File: src/rtl/axis_pixel_rx.sv
// axis_pixel_rx: AXI4-Stream pixel receiver with skid FIFO, frame counter and TLAST checking.
// Emits one-cycle Valid_out strobes with frame start/done and TLAST error pulses.
module axis_pixel_rx #(
    parameter int DATA_W       = 8,
    parameter int FRAME_PIXELS = 921600,
    parameter int CNT_W        = 20,
    parameter int FIFO_DEPTH   = 4
) (
    input  logic              Clk,
    input  logic              rst,
    input  logic [DATA_W-1:0] S_tdata,
    input  logic              S_tvalid,
    input  logic              S_tlast,
    output logic              S_tready,
    input  logic              Pix_ready,
    output logic              Valid_out,
    output logic [DATA_W-1:0] Data_out,
    output logic              Frame_start,
    output logic              Frame_done,
    output logic              Err_early_last,
    output logic              Err_missing_last,
    output logic              Busy,
    output logic [CNT_W-1:0]  Pix_count
);
    localparam int AW = $clog2(FIFO_DEPTH);

    typedef enum logic {IDLE, ACTIVE} state_t;

    logic [DATA_W:0]     r_mem [FIFO_DEPTH];
    logic [AW-1:0]       r_wr_ptr, r_rd_ptr;
    logic [AW:0]         r_count;
    logic                r_tready;
    state_t              r_state;
    logic                r_valid, r_start, r_done, r_early, r_missing;
    logic [DATA_W-1:0]   r_data;
    logic [CNT_W-1:0]    r_pix_count;

    logic                w_wr, w_rd, w_last, w_final, w_end;
    logic [AW:0]         w_count_nxt;
    logic [DATA_W:0]     w_head;
    logic [CNT_W-1:0]    w_idx;

    assign w_wr        = S_tvalid && r_tready;
    assign w_rd        = Pix_ready && (r_count != '0);
    assign w_count_nxt = r_count + {{AW{1'b0}}, w_wr} - {{AW{1'b0}}, w_rd};
    assign w_head      = r_mem[r_rd_ptr];
    assign w_last      = w_head[DATA_W];
    // Index of the pixel being read; IDLE always means pixel 0 of a new frame
    assign w_idx       = (r_state == IDLE) ? '0 : r_pix_count;
    assign w_final     = (w_idx == CNT_W'(FRAME_PIXELS - 1));
    assign w_end       = w_last || w_final;

    always_ff @(posedge Clk) begin
        if (w_wr) r_mem[r_wr_ptr] <= {S_tlast, S_tdata};
    end

    always_ff @(posedge Clk or posedge rst) begin
        if (rst) begin
            r_wr_ptr <= '0;
            r_rd_ptr <= '0;
            r_count  <= '0;
            r_tready <= 1'b0;
        end else begin
            if (w_wr) r_wr_ptr <= r_wr_ptr + AW'(1);
            if (w_rd) r_rd_ptr <= r_rd_ptr + AW'(1);
            r_count  <= w_count_nxt;
            // Ready follows next-cycle occupancy so a full FIFO is never written
            r_tready <= (w_count_nxt != (AW+1)'(FIFO_DEPTH));
        end
    end

    always_ff @(posedge Clk or posedge rst) begin
        if (rst) begin
            r_state     <= IDLE;
            r_pix_count <= '0;
            r_valid     <= 1'b0;
            r_data      <= '0;
            r_start     <= 1'b0;
            r_done      <= 1'b0;
            r_early     <= 1'b0;
            r_missing   <= 1'b0;
        end else begin
            r_valid   <= w_rd;
            r_start   <= w_rd && (r_state == IDLE);
            r_done    <= w_rd && w_end;
            r_early   <= w_rd && w_last && !w_final;
            r_missing <= w_rd && w_final && !w_last;
            if (w_rd) begin
                r_data      <= w_head[DATA_W-1:0];
                r_pix_count <= w_end ? '0 : w_idx + CNT_W'(1);
                r_state     <= w_end ? IDLE : ACTIVE;
            end
        end
    end

    assign S_tready         = r_tready;
    assign Valid_out        = r_valid;
    assign Data_out         = r_data;
    assign Frame_start      = r_start;
    assign Frame_done       = r_done;
    assign Err_early_last   = r_early;
    assign Err_missing_last = r_missing;
    assign Busy             = (r_state == ACTIVE);
    assign Pix_count        = r_pix_count;
endmodule
File: config.mk
export PLATFORM = sky130hd
export DESIGN_NAME = axis_pixel_rx
export DESIGN_NICKNAME = d
export VERILOG_FILES = /design/src/rtl/axis_pixel_rx.sv
export SDC_FILE = /design/constraint.sdc
export NUM_CORES = 1
export LEC_CHECK = 0
export ABC_AREA = 0
export CORE_ASPECT_RATIO = 1.1
export CORE_UTILIZATION = 58
export CTS_BUF_LIST = sky130_fd_sc_hd__clkbuf_16
export CTS_CLUSTER_DIAMETER = 30
export DETAILED_ROUTE_END_ITERATION = 8
export GPL_ROUTABILITY_DRIVEN = 0
export PLACE_DENSITY = 0.83
export SYNTH_ARGS = -nofsm -noshare
export SYNTH_HDL_FRONTEND = slang
export SYNTH_SLANG_ARGS = --single-unit
export TNS_END_PERCENT = 5
File: constraint.sdc
create_clock -name Clk -period 4.81 [get_ports Clk]
set_input_delay 0.962 -clock Clk [delete_from_list [all_inputs] [get_ports Clk]]
set_output_delay 0.962 -clock Clk [all_outputs]
set_load 0.01 [all_outputs]
# Word-level counts from Yosys, hierarchy flattened
# Memory sizes are Yosys's and may differ from the RTL's.
# Index checks and enable logic that the tools add are counted.
# op_classes
addsub,5
n_bitwise,1
muxes,5
reduce_logical,12
n_eq_ne,2
# op_table
operator,count
2-to-1 mux 20 bit,2
"adder 20 x 1 -> 20 bit, second input constant",1
"equality test 20 bit, second input constant",1
logical AND 1 bit,8
"adder 2 x 1 -> 2 bit, second input constant",2
adder 3 x 1 -> 3 bit,1
2-to-1 mux 1 bit,3
"!= test 3 bit, second input constant",1
nonzero test 3 bit,1
subtractor 3 x 1 -> 3 bit,1
zero test 1 bit,2
logical OR 1 bit,1
NOT 1 bit,1
# totals
n_memories,1
word_cells,38
in_bits,13
output_inout_bits,35
ram_bits,36
regBits,42
# mem_list
memory,words,word_bits,rd,rd_clocked_by_memory_dff,write_ports,line_no,source
r_mem,4,9,1,0,1,29,logic [DATA_W:0] r_mem [FIFO_DEPTH];

# Depth between registers and ports, before layout
# depth
depth_word,4
ltp_mapped,10
ltp_nobuf,9

# Worst setup path before layout
# Ideal clock, no wire load.
# synth_timing
kind,input -> register
start,in Pix_ready
end,"reg r_tready, in the netlist S_tready"
slack_ns,1.933
setup_ns,0.125
path_buffers,1
t_required_ns,4.685
cell_stages,10
arrival_time_ns,2.752
path_cell_list,o31ai_1 > inv_1 > clkbuf_1 > ha_1 > inv_1 > ha_1 > fa_1 > xnor2_1 > xnor2_1 > nand2_1
# synth_between
elab_chain_len,3
# synth_lines
item,line_no,source
from (decl),15,"input logic Pix_ready,"
logical AND 1 bit,44,assign w_rd = Pix_ready && (r_count != '0);
net w_rd,38,"logic w_wr, w_rd, w_last, w_final, w_end;"
subtractor 3 x 1 -> 3 bit,45,"assign w_count_nxt = r_count + {{AW{1'b0}}, w_wr} - {{AW{1'b0}}, w_rd};"
net w_count_nxt[2],39,logic [AW:0] w_count_nxt;
!= test 3 bit,68,r_tready <= (w_count_nxt != (AW+1)'(FIFO_DEPTH));
to (signal assigned),68,
to (decl),32,logic r_tready;
# The timed path passes the listed nets, and every way through them passes these cells.
# A chain may end at the register's enable or synchronous reset.

# Worst setup path in the final report
# layout_timing
start,in Pix_ready
end,"reg r_tready, in the netlist S_tready"
# layout_between
elab_chain_len,3
# layout_lines
item,line_no
logical AND 1 bit,44
subtractor 3 x 1 -> 3 bit,45
net w_count_nxt[2],39
!= test 3 bit,68
# The timed path passes the listed nets, and every way through them passes these cells.

==> flow_summary_export.csv <==
group,metric,value,unit
detailed_routing,viasPerCell,5.79,
setup_path,cp_max_fo,22,
synthesis,synth_edf_count,36,
timing,setup_tns,0,ns
timing,fin_skew,0.00434,ns
setup_path,crit_arrival,3.13,ns
setup_path,endpoint,"S_tready",
synthesis,synth-simple-area-share,16.8,%
clocking,cts_max_level,3,
setup_path,crit_chain,"clkdlybuf4s50_1 > o31ai_4 > inv_1 > buf_4 > ha_1 > inv_1 > ha_1 > fa_1 > xnor2_1 > xnor2_1 > nand2_1",
setup_path,reg2reg_depth,7,
global_route,gr-usage-all-layers,23.8,%
setup_path,crit_required,5.03,ns
synthesis,synthAdderAreaFrac,3.11,%
detailed_routing,wl,6.77,mm
floorplan,core,5770,um2
synthesis,synth_top_cell_by_area,"edfxtp_1",
layout,antenna_cells,0,
power_and_ir_drop,power.density,534,nW/um2
global_route,grt_pass1_wl,11.0,mm
setup_path,slowest_stage,"clkdlybuf4s50_1",
job,cap_violations,0,
setup_path,r2r_slack,2.15,ns
synthesis,synth_area,3460,um2
clocking,root_buffer,"clkbuf_16",
placement,placed_cells,398,
layout,syn_to_final_growth,25.2,%
detailed_routing,drt_iter0_drc,153,
synthesis,synthMuxAreaShare,6.76,%
detailed_routing,antenna_left,0,
timing,rsz0062_at_grt,"no",
clocking,clock_latency,0.34,ns
timing,slew_headroom,54.0,%
synthesis,ys_async_sr_fraction,53.8,%
clocking,hold_buffers,0,
synthesis,synth_seq_cells,78,
synthesis,synth_ff_type,"dfrtp_1",
timing,worst_pin_slew,0.688,ns
layout,fin_cells,414,
synthesis,synth_compound_area_share,7.84,%
synthesis,ys_warn_count,0,
global_route,grt_pass1_vias,2308,
setup_path,worst_setup_path_start_kind,"primary input",
clocking,cts_setup_buffers,0,
synthesis,synth-seq-area-share,61.6,%
clocking,cts.sinks,78,
timing,fmax,344,MHz
clocking,clock_path_buffers,2,
clocking,numCtsBuffers,9,
detailed_routing,num_vias,2396,
detailed_routing,routedWlPerCell,16.4,um
power_and_ir_drop,peakVddDrop,0.422,mV
global_route,grt_antenna_before_repair,0,
synthesis,synth.distinct_cells,42,
setup_path,setup.worst_path.start,"Pix_ready",
worst_hold_path,hold_path.class,"reg -> reg",
floorplan,fp.dieW,75.7,um
setup_path,crit_path_end_kind,"flop",
synthesis,synth_top_family_by_area,"simple AND/OR/NAND/NOR gates",
clocking,cts_tree,"yes",
setup_path,max_stage_delay,0.44,ns
setup_path,r2r-start,"Busy",
outcome,outcome,"completed",
setup_path,r2r_end,"Pix_count[4]",
timing,post-route-min-period,2.91,ns
global_route,grt.overflow.total,0,
floorplan,rows,29,
timing,hold_violations,0,
timing,final-setup-viol-count,0,
power_and_ir_drop,cellLeakagePower,1.70,nW
detailed_routing,first_pass_iters,4,
detailed_routing,drc_errors,0,
timing,slew_violations,0,
floorplan,dieArea,6280,um2
floorplan,start_util,60.0,%
layout,layout-drive-gt1-share,11.6,%
placement,io_buffers,47,
floorplan,die_h,83.0,um
placement,hpwlAfterDp,4.38,mm
clocking,path_clk_slew,0.06,ns
synthesis,synthXorXnorAreaFrac,1.52,%
floorplan,pin_count,48,
synthesis,syn_inst,280,
timing,finalCritPeriodShare,60.5,%
synthesis,yosysTopAreaCellShare,31.2,%
layout,fin_nets,353,
synthesis,syn_area_per_cell,12.4,um2
synthesis,synth.area.top_cells,"edfxtp_1 31%, dfrtp_1 30%, mux4_2 5.9%",
global_route,grt_max_degree,43,
setup_path,path_class,"in -> reg",
clocking,cts-resized-gates,0,
synthesis,syn_nets,301,
[power breakdown]
| group | total, W | switching (W) | internal [W] |
|---|---|---|---|
| Combinational | 0.000638 | 0.000311 | 0.000327 |
| Clock | 0.000689 | 0.000279 | 0.000410 |
| Sequential | 0.000985 | 0.000131 | 0.000854 |
[logic make-up after synthesis]
group	after synthesis
xor gates and xnor gates	6
DFF	78
muxes	12
AOI/OAI and AO/OA	40
buffers and inverters	21
and+or+nand+nor	115
adders and majority gates	8
[per-stage QoR]
| stage | worst slack, ns | power, W | cell area, um2 | util [%] | hold WS [ns] |
|---|---|---|---|---|---|
| floorplan | 1.93 | 0.00138 | 3460 | - | 0.498 |
| finish | 1.90 | 0.00231 | 4330 | 75.1 | 0.478 |
| global route | 1.73 | 0.00243 | 4330 | 75.1 | 0.513 |
| detailed placement | 1.56 | 0.00163 | 4030 | 69.8 | 0.471 |
| global placement | 1.66 | 0.00161 | 4030 | 69.8 | 0.462 |
| CTS | 1.90 | 0.00233 | 4330 | 75.1 | 0.486 |
[layer usage]
metal,global-route usage (%),vias up,share of wire (%)
met5,0,-,0
met4,9.60,0,1.6
met3,5.95,12,5.2
met2,37.3,87,52
met1,31.6,1167,41
li1,-,1130,-
[registers in the layout, summed over array words and instances (netlist names)]
register          flops
r_rd_ptr              2
r_wr_ptr              2
Valid_out             1
r_count               3
Busy                  1
Data_out              8
r_mem                36
S_tready              1
Pix_count            20
Err_missing_last      1
Frame_start           1
Err_early_last        1
Frame_done            1
[cell usage after synthesis, drive strengths merged (2+ instances only)]
cell	n
a21o	2
clkbuf	4
mux4	9
nand2b	3
and2	4
a22o	4
mux2i	2
inv	12
a41oi	2
and3	7
or2	2
nand4	8
ha	7
o21ai	9
nand3	10
xnor2	5
nand2	51
a31oi	10
or4	2
edfxtp	36
nor4	3
buf	5
nor2	12
a21oi	8
nor3	8
dfrtp	42
[worst min path at each step]
stage                              to  cells after the start         from
final                     Data_out[3]                      2  Data_out[3]
after global routing      Data_out[7]                      2  Data_out[7]
after CTS                 Data_out[0]                      2  Data_out[0]
after detailed placement  Data_out[0]                      2  Data_out[0]
after global placement    Data_out[7]                      2  Data_out[7]
after floorplan           r_wr_ptr[0]                      1  r_wr_ptr[0]
[area by class of cell]
cell class              count  area, um2
inverters                  12       45.0
fillers                   367       1440
repair buffers             50        493
clock buffers               9        225
clock inverters             7       81.3
flip-flops and latches     78       2130
multi-input cells         181       1260
well taps                  77       96.3
[cells in the final DEF, fill, tap and decap left out, types with 9 or more instances in the layout]
cell,Yosys,layout
a31oi_1,10,10
inv_1,12,12
nor2_1,12,12
dfrtp_1,42,42
clkbuf_16,0,9
edfxtp_1,36,36
nand2_1,51,51
clkdlybuf4s50_1,0,47
nand3_1,10,10
mux4_2,9,9
o21ai_0,9,9
[critical path: cells and delay by family]
family | cells | cell delay, ns
adder cells (fa/ha/maj) | 3 | 0.88
buffers and inverters | 4 | 0.78
XOR/XNOR | 2 | 0.37
AO/OA/AOI/OAI | 1 | 0.08
AND/OR/NAND/NOR | 1 | 0.06
Note: power is estimated with default switching activity, not from simulation.
